<file path="config.mk">
export PLATFORM = sky130hd
export DESIGN_NAME = ycconfig_loader
export DESIGN_NICKNAME = d
export VERILOG_FILES = /design/src/rtl/morphle_pkg.sv /design/src/rtl/ycconfig_shifter.sv /design/src/rtl/ycconfig_loader.sv
export SDC_FILE = /design/constraint.sdc
export NUM_CORES = 1
export LEC_CHECK = 0
export BUFFER_PORTS_ARGS = -buffer_cell sky130_fd_sc_hd__buf_2
export CORE_ASPECT_RATIO = 0.9
export CORE_MARGIN = 3
export CORE_UTILIZATION = 60
export CTS_BUF_LIST = sky130_fd_sc_hd__clkbuf_8
export CTS_CLUSTER_DIAMETER = 50
export DETAILED_ROUTE_END_ITERATION = 16
export PLACE_DENSITY = 0.84
export SLEW_MARGIN = 20
export SYNTH_ARGS = -nofsm -noshare
export SYNTH_HDL_FRONTEND = slang
export SYNTH_SLANG_ARGS = --single-unit
</file>
<file path="constraint.sdc">
create_clock -name clk -period 5 [get_ports clk]
set_input_delay 1 -clock clk [delete_from_list [all_inputs] [get_ports clk]]
set_output_delay 1 -clock clk [all_outputs]
set_load 0.005 [all_outputs]
</file>
<file path="src/rtl/morphle_pkg.sv">
// Shared definitions for the Morphle Logic configuration path.
// Holds the cell code constants and the loader/shifter state encodings.
package morphle_pkg;

  localparam int unsigned CFG_W = 3;

  localparam logic [CFG_W-1:0] CFG_SPACE = 3'b000;
  localparam logic [CFG_W-1:0] CFG_PLUS  = 3'b001;

  typedef enum logic [2:0] {
    ST_IDLE,
    ST_FETCH,
    ST_SETUP,
    ST_HIGH,
    ST_DONE
  } loader_state_e;

  // Per-bit phase of the confclk generator.
  typedef enum logic [1:0] {
    PH_OFF,
    PH_SETUP,
    PH_HIGH
  } phase_e;

endpackage

</file>
<file path="src/rtl/ycconfig_shifter.sv">
// Single-bit confclk generator: DIV cycles low (setup) then DIV cycles high.
// A bit_go on the last high cycle chains straight into the next bit.
module ycconfig_shifter
  import morphle_pkg::*;
#(
  parameter int unsigned DIV = 2
) (
  input  logic clk,
  input  logic reset,
  input  logic bit_go,
  output logic confclk,
  output logic sample,
  output logic bit_done
);

  localparam int unsigned DIV_W = (DIV > 1) ? $clog2(DIV) : 1;
  localparam logic [DIV_W-1:0] DIV_LAST = DIV_W'(DIV - 1);

  phase_e            phase, phase_next;
  logic [DIV_W-1:0]  cnt, cnt_next;
  logic              phase_end;

  assign phase_end = (cnt == DIV_LAST);
  assign sample    = (phase == PH_SETUP) && phase_end;
  assign bit_done  = (phase == PH_HIGH) && phase_end;

  // Phase sequencing; the divider restarts at every phase boundary.
  always_comb begin
    phase_next = phase;
    cnt_next   = cnt;
    case (phase)
      PH_OFF: begin
        if (bit_go) begin
          phase_next = PH_SETUP;
          cnt_next   = '0;
        end
      end
      PH_SETUP: begin
        if (phase_end) begin
          phase_next = PH_HIGH;
          cnt_next   = '0;
        end else begin
          cnt_next = cnt + DIV_W'(1);
        end
      end
      PH_HIGH: begin
        if (phase_end) begin
          phase_next = bit_go ? PH_SETUP : PH_OFF;
          cnt_next   = '0;
        end else begin
          cnt_next = cnt + DIV_W'(1);
        end
      end
      default: begin
        phase_next = PH_OFF;
        cnt_next   = '0;
      end
    endcase
  end

  always_ff @(posedge clk) begin
    if (reset) begin
      phase   <= PH_OFF;
      cnt     <= '0;
      confclk <= 1'b0;
    end else begin
      phase   <= phase_next;
      cnt     <= cnt_next;
      confclk <= (phase_next == PH_HIGH);
    end
  end

endmodule

</file>
<file path="src/rtl/ycconfig_loader.sv">
// Programs a serial ycconfig chain from a handshaked stream of 3-bit codes,
// MSB first, and returns the displaced chain contents cell by cell.
module ycconfig_loader
  import morphle_pkg::*;
#(
  parameter int unsigned CELLS = 16,
  parameter int unsigned DIV   = 2
) (
  input  logic             clk,
  input  logic             reset,
  input  logic             start,
  input  logic             in_valid,
  output logic             in_ready,
  input  logic [CFG_W-1:0] in_data,
  output logic             rd_valid,
  output logic [CFG_W-1:0] rd_data,
  output logic             busy,
  output logic             done,
  output logic             confclk,
  output logic             cbitin,
  input  logic             cbitout
);

  localparam int unsigned CELL_W = (CELLS > 1) ? $clog2(CELLS) : 1;
  localparam logic [CELL_W-1:0] CELL_LAST = CELL_W'(CELLS - 1);

  loader_state_e     state, state_next;
  logic [1:0]        bit_cnt, bit_cnt_next;
  logic [CELL_W-1:0] cell_cnt, cell_cnt_next;
  logic [CFG_W-1:0]  code, code_next;
  logic [CFG_W-1:0]  rd_data_next;
  logic              rd_valid_next;
  logic              cbitin_next;
  logic              bit_go;
  logic              sample;
  logic              bit_done;

  ycconfig_shifter #(.DIV(DIV)) u_shifter (
    .clk      (clk),
    .reset    (reset),
    .bit_go   (bit_go),
    .confclk  (confclk),
    .sample   (sample),
    .bit_done (bit_done)
  );

  always_comb begin
    state_next    = state;
    bit_cnt_next  = bit_cnt;
    cell_cnt_next = cell_cnt;
    code_next     = code;
    rd_data_next  = rd_data;
    rd_valid_next = 1'b0;
    bit_go        = 1'b0;
    case (state)
      ST_IDLE: begin
        if (start) begin
          state_next    = ST_FETCH;
          cell_cnt_next = '0;
        end
      end
      ST_FETCH: begin
        if (in_valid && in_ready) begin
          code_next    = in_data;
          bit_cnt_next = 2'd0;
          bit_go       = 1'b1;
          state_next   = ST_SETUP;
        end
      end
      ST_SETUP: begin
        // Capture the far-end bit just before the confclk rise shifts it away.
        if (sample) begin
          rd_data_next = {rd_data[CFG_W-2:0], cbitout};
          state_next   = ST_HIGH;
        end
      end
      ST_HIGH: begin
        if (bit_done) begin
          if (bit_cnt < 2'd2) begin
            code_next    = {code[CFG_W-2:0], 1'b0};
            bit_cnt_next = bit_cnt + 2'd1;
            bit_go       = 1'b1;
            state_next   = ST_SETUP;
          end else begin
            rd_valid_next = 1'b1;
            if (cell_cnt < CELL_LAST) begin
              cell_cnt_next = cell_cnt + CELL_W'(1);
              state_next    = ST_FETCH;
            end else begin
              state_next = ST_DONE;
            end
          end
        end
      end
      ST_DONE: begin
        state_next = ST_IDLE;
      end
      default: begin
        state_next = ST_IDLE;
      end
    endcase
    // cbitin moves only when a new bit enters its setup phase.
    cbitin_next = bit_go ? code_next[CFG_W-1] : cbitin;
  end

  always_ff @(posedge clk) begin
    if (reset) begin
      state    <= ST_IDLE;
      bit_cnt  <= 2'd0;
      cell_cnt <= '0;
      code     <= CFG_SPACE;
      rd_data  <= CFG_SPACE;
      rd_valid <= 1'b0;
      in_ready <= 1'b0;
      busy     <= 1'b0;
      done     <= 1'b0;
      cbitin   <= 1'b0;
    end else begin
      state    <= state_next;
      bit_cnt  <= bit_cnt_next;
      cell_cnt <= cell_cnt_next;
      code     <= code_next;
      rd_data  <= rd_data_next;
      rd_valid <= rd_valid_next;
      in_ready <= (state_next == ST_FETCH);
      busy     <= (state_next != ST_IDLE);
      done     <= (state_next == ST_DONE);
      cbitin   <= cbitin_next;
    end
  end

endmodule

</file>
==> out/summary.txt <==
RUN STATUS
-----------------------------------------------------------------------------------------------------------------
Result of the run                                                                                    finished, final reports clean

FINISH
-----------------------------------------------------------------------------------------------------------------
Antenna cells                                                                                                   0
Commonest cells after routing, fill and taps aside                                                   sky130_fd_sc_hd__dfxtp_1 (23), sky130_fd_sc_hd__buf_2 (16), sky130_fd_sc_hd__nand3_1 (11), sky130_fd_sc_hd__nor2_1 (11), sky130_fd_sc_hd__a21oi_1 (11)
Most common library cell in the layout ignoring fill and taps                                        sky130_fd_sc_hd__dfxtp_1
NumNets Final                                                                                                 153
Fraction of layout cells with a size suffix above 1                                                        0.1799
Synth-to-Final Area Change                                                                                 13.05%
Core Util, Final                                                                                           0.7772
Post-route cell area                                                                                     1214 um2

POWER AND IR DROP
-----------------------------------------------------------------------------------------------------------------
Leakage                                                                                              0.0004885 uW
Largest vdd supply drop                                                                                 0.2019 mV
PD cells                                                                                             264.6 nW/um2

CRITICAL PATH
-----------------------------------------------------------------------------------------------------------------
Cell with the largest stage delay on the worst path                                                  sky130_fd_sc_hd__a211o_1
Kind of end point of the critical path                                                                  flip-flop
Crit. path cell count                                                                                           6
Cells traversed along the worst timing path                                                          inv_1 > ha_1 > nand3_1 > a211o_1 > or3_1 > a21oi_1
CP peak stage delay                                                                                       0.38 ns
Buf+Inv Stages, Crit Path                                                                                       1
Arrival time worst endpoint                                                                               2.01 ns
Crit start category                                                                                     flip-flop
Number of cells on the worst reg-to-reg path                                                                    6
Required time at the endpoint of the critical path                                                        5.19 ns
Critical path fanouts, max                                                                                      8
Kind of cell adding the most delay to the critical path                                              compound AO/OA/AOI/OAI gates
Worst setup path class                                                                               flip-flop to flip-flop

PLACE
-----------------------------------------------------------------------------------------------------------------
Last weighted congestion value of the routability-driven placer                                            0.8233
Port bufs                                                                                                      16
Instance area at placement                                                                               1169 um2
Worst-case setup slack after placement                                                                   2.964 ns
Total half-perimeter wirelength after legalization and detailed placement                                1.518 mm

CLOCK NETWORK
-----------------------------------------------------------------------------------------------------------------
Sinks on Clock Net                                                                                             23
Later-pin clock latency in the skew report                                                                0.26 ns
Buffers from clock root to sink, at most                                                                        2
Number of buffers added by the clock tree synthesis step                                                        3
Count of hold-fix buffers inserted at cts                                                                       0
Maximum level of the CTS H-tree                                                                                 1
Cell chosen for the clock root                                                                       sky130_fd_sc_hd__clkbuf_8
CTS tree                                                                                                     done
PostCTS Resize Cnt                                                                                              0
Postcts setup bufs                                                                                              0
Clock input transition at the sequential cells of the worst setup and hold paths                          0.08 ns

FLOORPLANNING
-----------------------------------------------------------------------------------------------------------------
Initial Utilization                                                                                        0.6875
Height of the die                                                                                        46.13 um
Core area                                                                                                1562 um2
Die area                                                                                                 2333 um2
Standard-cell row count                                                                                        13
Horizontal extent of the die                                                                             50.59 um
Top Ports                                                                                                      17

GLOBAL ROUTING
-----------------------------------------------------------------------------------------------------------------
Initial antenna violation count                                                                                 0
Via count of the first global-routing pass                                                                    828
Global-route wire length before repair                                                                   3.684 mm
Gr usage total                                                                                             0.2089
Aggregate global routing overflow                                                                               0
Largest net degree at the start of global routing                                                              21

SYNTHESIS
-----------------------------------------------------------------------------------------------------------------
Arithmetic-cell share of the synthesized area counting full adders, half adders and majority gates        0.05828
Dominant register cell in the synthesized netlist                                                    sky130_fd_sc_hd__dfxtp_1
Number of distinct library cell variants in the gate-level netlist after synthesis                             39
Share of the synthesized area in the top cell type                                                         0.4289
Cell Area, Synth                                                                                         1074 um2
Net count after synthesis                                                                                     135
Proportion of synthesized chip area in sequential cells                                                    0.4289
Post-synth top area cell                                                                             sky130_fd_sc_hd__dfxtp_1
Number of enable flip-flop cells after synthesis                                                                0
#FFs+latches synth                                                                                             23
Average cell area after synthesis                                                                       8.799 um2
Proportion of synthesized area in mux cells                                                               0.02797
XOR/XNOR Fraction of Synth Area                                                                                 0
Post-Synth Simple-Gate Area                                                                                0.2937
Synthesized-area fraction occupied by ao, oa, aoi and oai cells                                            0.1550
Top cells by area in the synthesized netlist                                                         sky130_fd_sc_hd__dfxtp_1 (43%), sky130_fd_sc_hd__ha_1 (5.8%), sky130_fd_sc_hd__a21oi_1 (5.1%), sky130_fd_sc_hd__nand3_1 (5.1%), sky130_fd_sc_hd__nor2_1 (3.8%)
Main combinational cell family by area after synthesis                                               simple AND/OR/NAND/NOR gates
Post-Synthesis Cells                                                                                          122
Async S/R FF share, synth                                                                                       0
Count of yosys warnings during synthesis                                                                        0

STA
-----------------------------------------------------------------------------------------------------------------
Final-report max-slew violation count                                                                           0
Total of endpoints with negative setup slack in the final report                                                0
Final min period                                                                                         1.816 ns
Largest clock skew in the final design                                                                0.004306 ns
Setup repair after global routing missed its margin                                                            no
Transition time at the pin with the least slew margin                                                   0.4729 ns
Fin. Hold Viols                                                                                                 0
Part of the cycle the worst path needs                                                                     0.3631
Final total negative setup slack                                                                             0 ns
Headroom to the max-slew limit                                                                             0.6839
Setup slack of the critical path after layout                                                            3.184 ns
Fmax                                                                                                    550.8 MHz

ROUTING
-----------------------------------------------------------------------------------------------------------------
Final wirelength                                                                                         2.059 mm
Average wire length per cell after detail routing                                                        12.79 um
Antenna violation net count after detailed routing                                                              0
Pre-antenna DRT Iters                                                                                           4
Vias after detailed routing                                                                                   953
Via-to-Cell Ratio                                                                                           5.919
Violation count after the first detailed-routing iteration                                                     27
Residual DRC count                                                                                              0

JOB
-----------------------------------------------------------------------------------------------------------------
Max_cap viols                                                                                                   0

WORST HOLD PATH
-----------------------------------------------------------------------------------------------------------------
Class of the tightest hold or removal check                                                          flip-flop to flip-flop
Worst hold path cell count                                                                                      2

## Yosys cell counts (2+ instances only)
cell                       count
sky130_fd_sc_hd__a21oi_1      11
sky130_fd_sc_hd__a22oi_1       2
sky130_fd_sc_hd__and2_1        2
sky130_fd_sc_hd__dfxtp_1      23
sky130_fd_sc_hd__ha_1          5
sky130_fd_sc_hd__inv_1         7
sky130_fd_sc_hd__mux2i_1       3
sky130_fd_sc_hd__nand2_1       8
sky130_fd_sc_hd__nand2b_1      2
sky130_fd_sc_hd__nand3_1      11
sky130_fd_sc_hd__nand3b_1      2
sky130_fd_sc_hd__nand4_1       2
sky130_fd_sc_hd__nor2_1       11
sky130_fd_sc_hd__nor4_1        3
sky130_fd_sc_hd__o21ai_0       3
sky130_fd_sc_hd__or2_2         3
sky130_fd_sc_hd__or3_1         2
## tightest hold or removal path, cell delays in order, from the launching register on
cell	delay [ns]
sky130_fd_sc_hd__dfxtp_1	0.31
sky130_fd_sc_hd__nand3_1	0.06
sky130_fd_sc_hd__a21oi_1	0.06
## layer usage
| layer | track usage | vias up | part of all wire |
|---|---|---|---|
| li1 | - | 480 | - |
| met1 | 0.2695 | 438 | 0.46 |
| met2 | 0.3307 | 31 | 0.46 |
| met3 | 0.07443 | 4 | 0.070 |
| met4 | 0.06452 | 0 | 0.0083 |
| met5 | 0 | - | 0 |
## flip-flops by register name (all words and copies together), names as in the netlist
name and count:
in_ready 1, bit_cnt 2, done 1, rd_valid 1, u_shifter.cnt 1, cbitin 1
u_shifter.confclk 1, cell_cnt 4, busy 1, state 3, code 2, rd_data 3
u_shifter.phase 2
## power by group
group / switching [uW] / leakage, uW / internal [uW]
Combinational: 11.8 / 0.000275 / 9.89
Clock: 54.6 / 0.0000269 / 54.8
Sequential: 3.19 / 0.000186 / 187
Total: 69.6 / 0.000489 / 251
## worst paths after layout
kind                 startpoint     endpoint  slack (ns)
max          u_shifter.phase[0]  cell_cnt[3]        3.18
min                      cbitin       cbitin        0.47
max reg2reg  u_shifter.phase[0]  cell_cnt[3]        3.18
min reg2reg              cbitin       cbitin        0.47
## through the flow
stage / cells / power (uW) / hold slack [ns]
finish: 161 / 321.1 / 0.4740
global route: 161 / 334.4 / 0.5078
CTS: 161 / 325.2 / 0.4743
detailed placement: 157 / 215.8 / 0.4631
global placement: 157 / 215.3 / 0.4516
floorplan: 122 / 208.0 / 0.4466
## cell families after synthesis
kind of cell / after synthesis
simple gates: 55
compound gates: 26
flops: 23
buf+inv: 10
fa+ha+maj: 5
mux: 3
## final cells by class
type	instances	area, um2
multi-input cells	89	574.3
flip-flops and latches	23	460.4
fillers	118	347.8
repair buffers	16	80.08
clock buffers	3	41.29
well taps	22	27.53
inverters	7	26.28
clock inverters	1	3.754
Note: power is estimated with default switching activity, not from simulation.
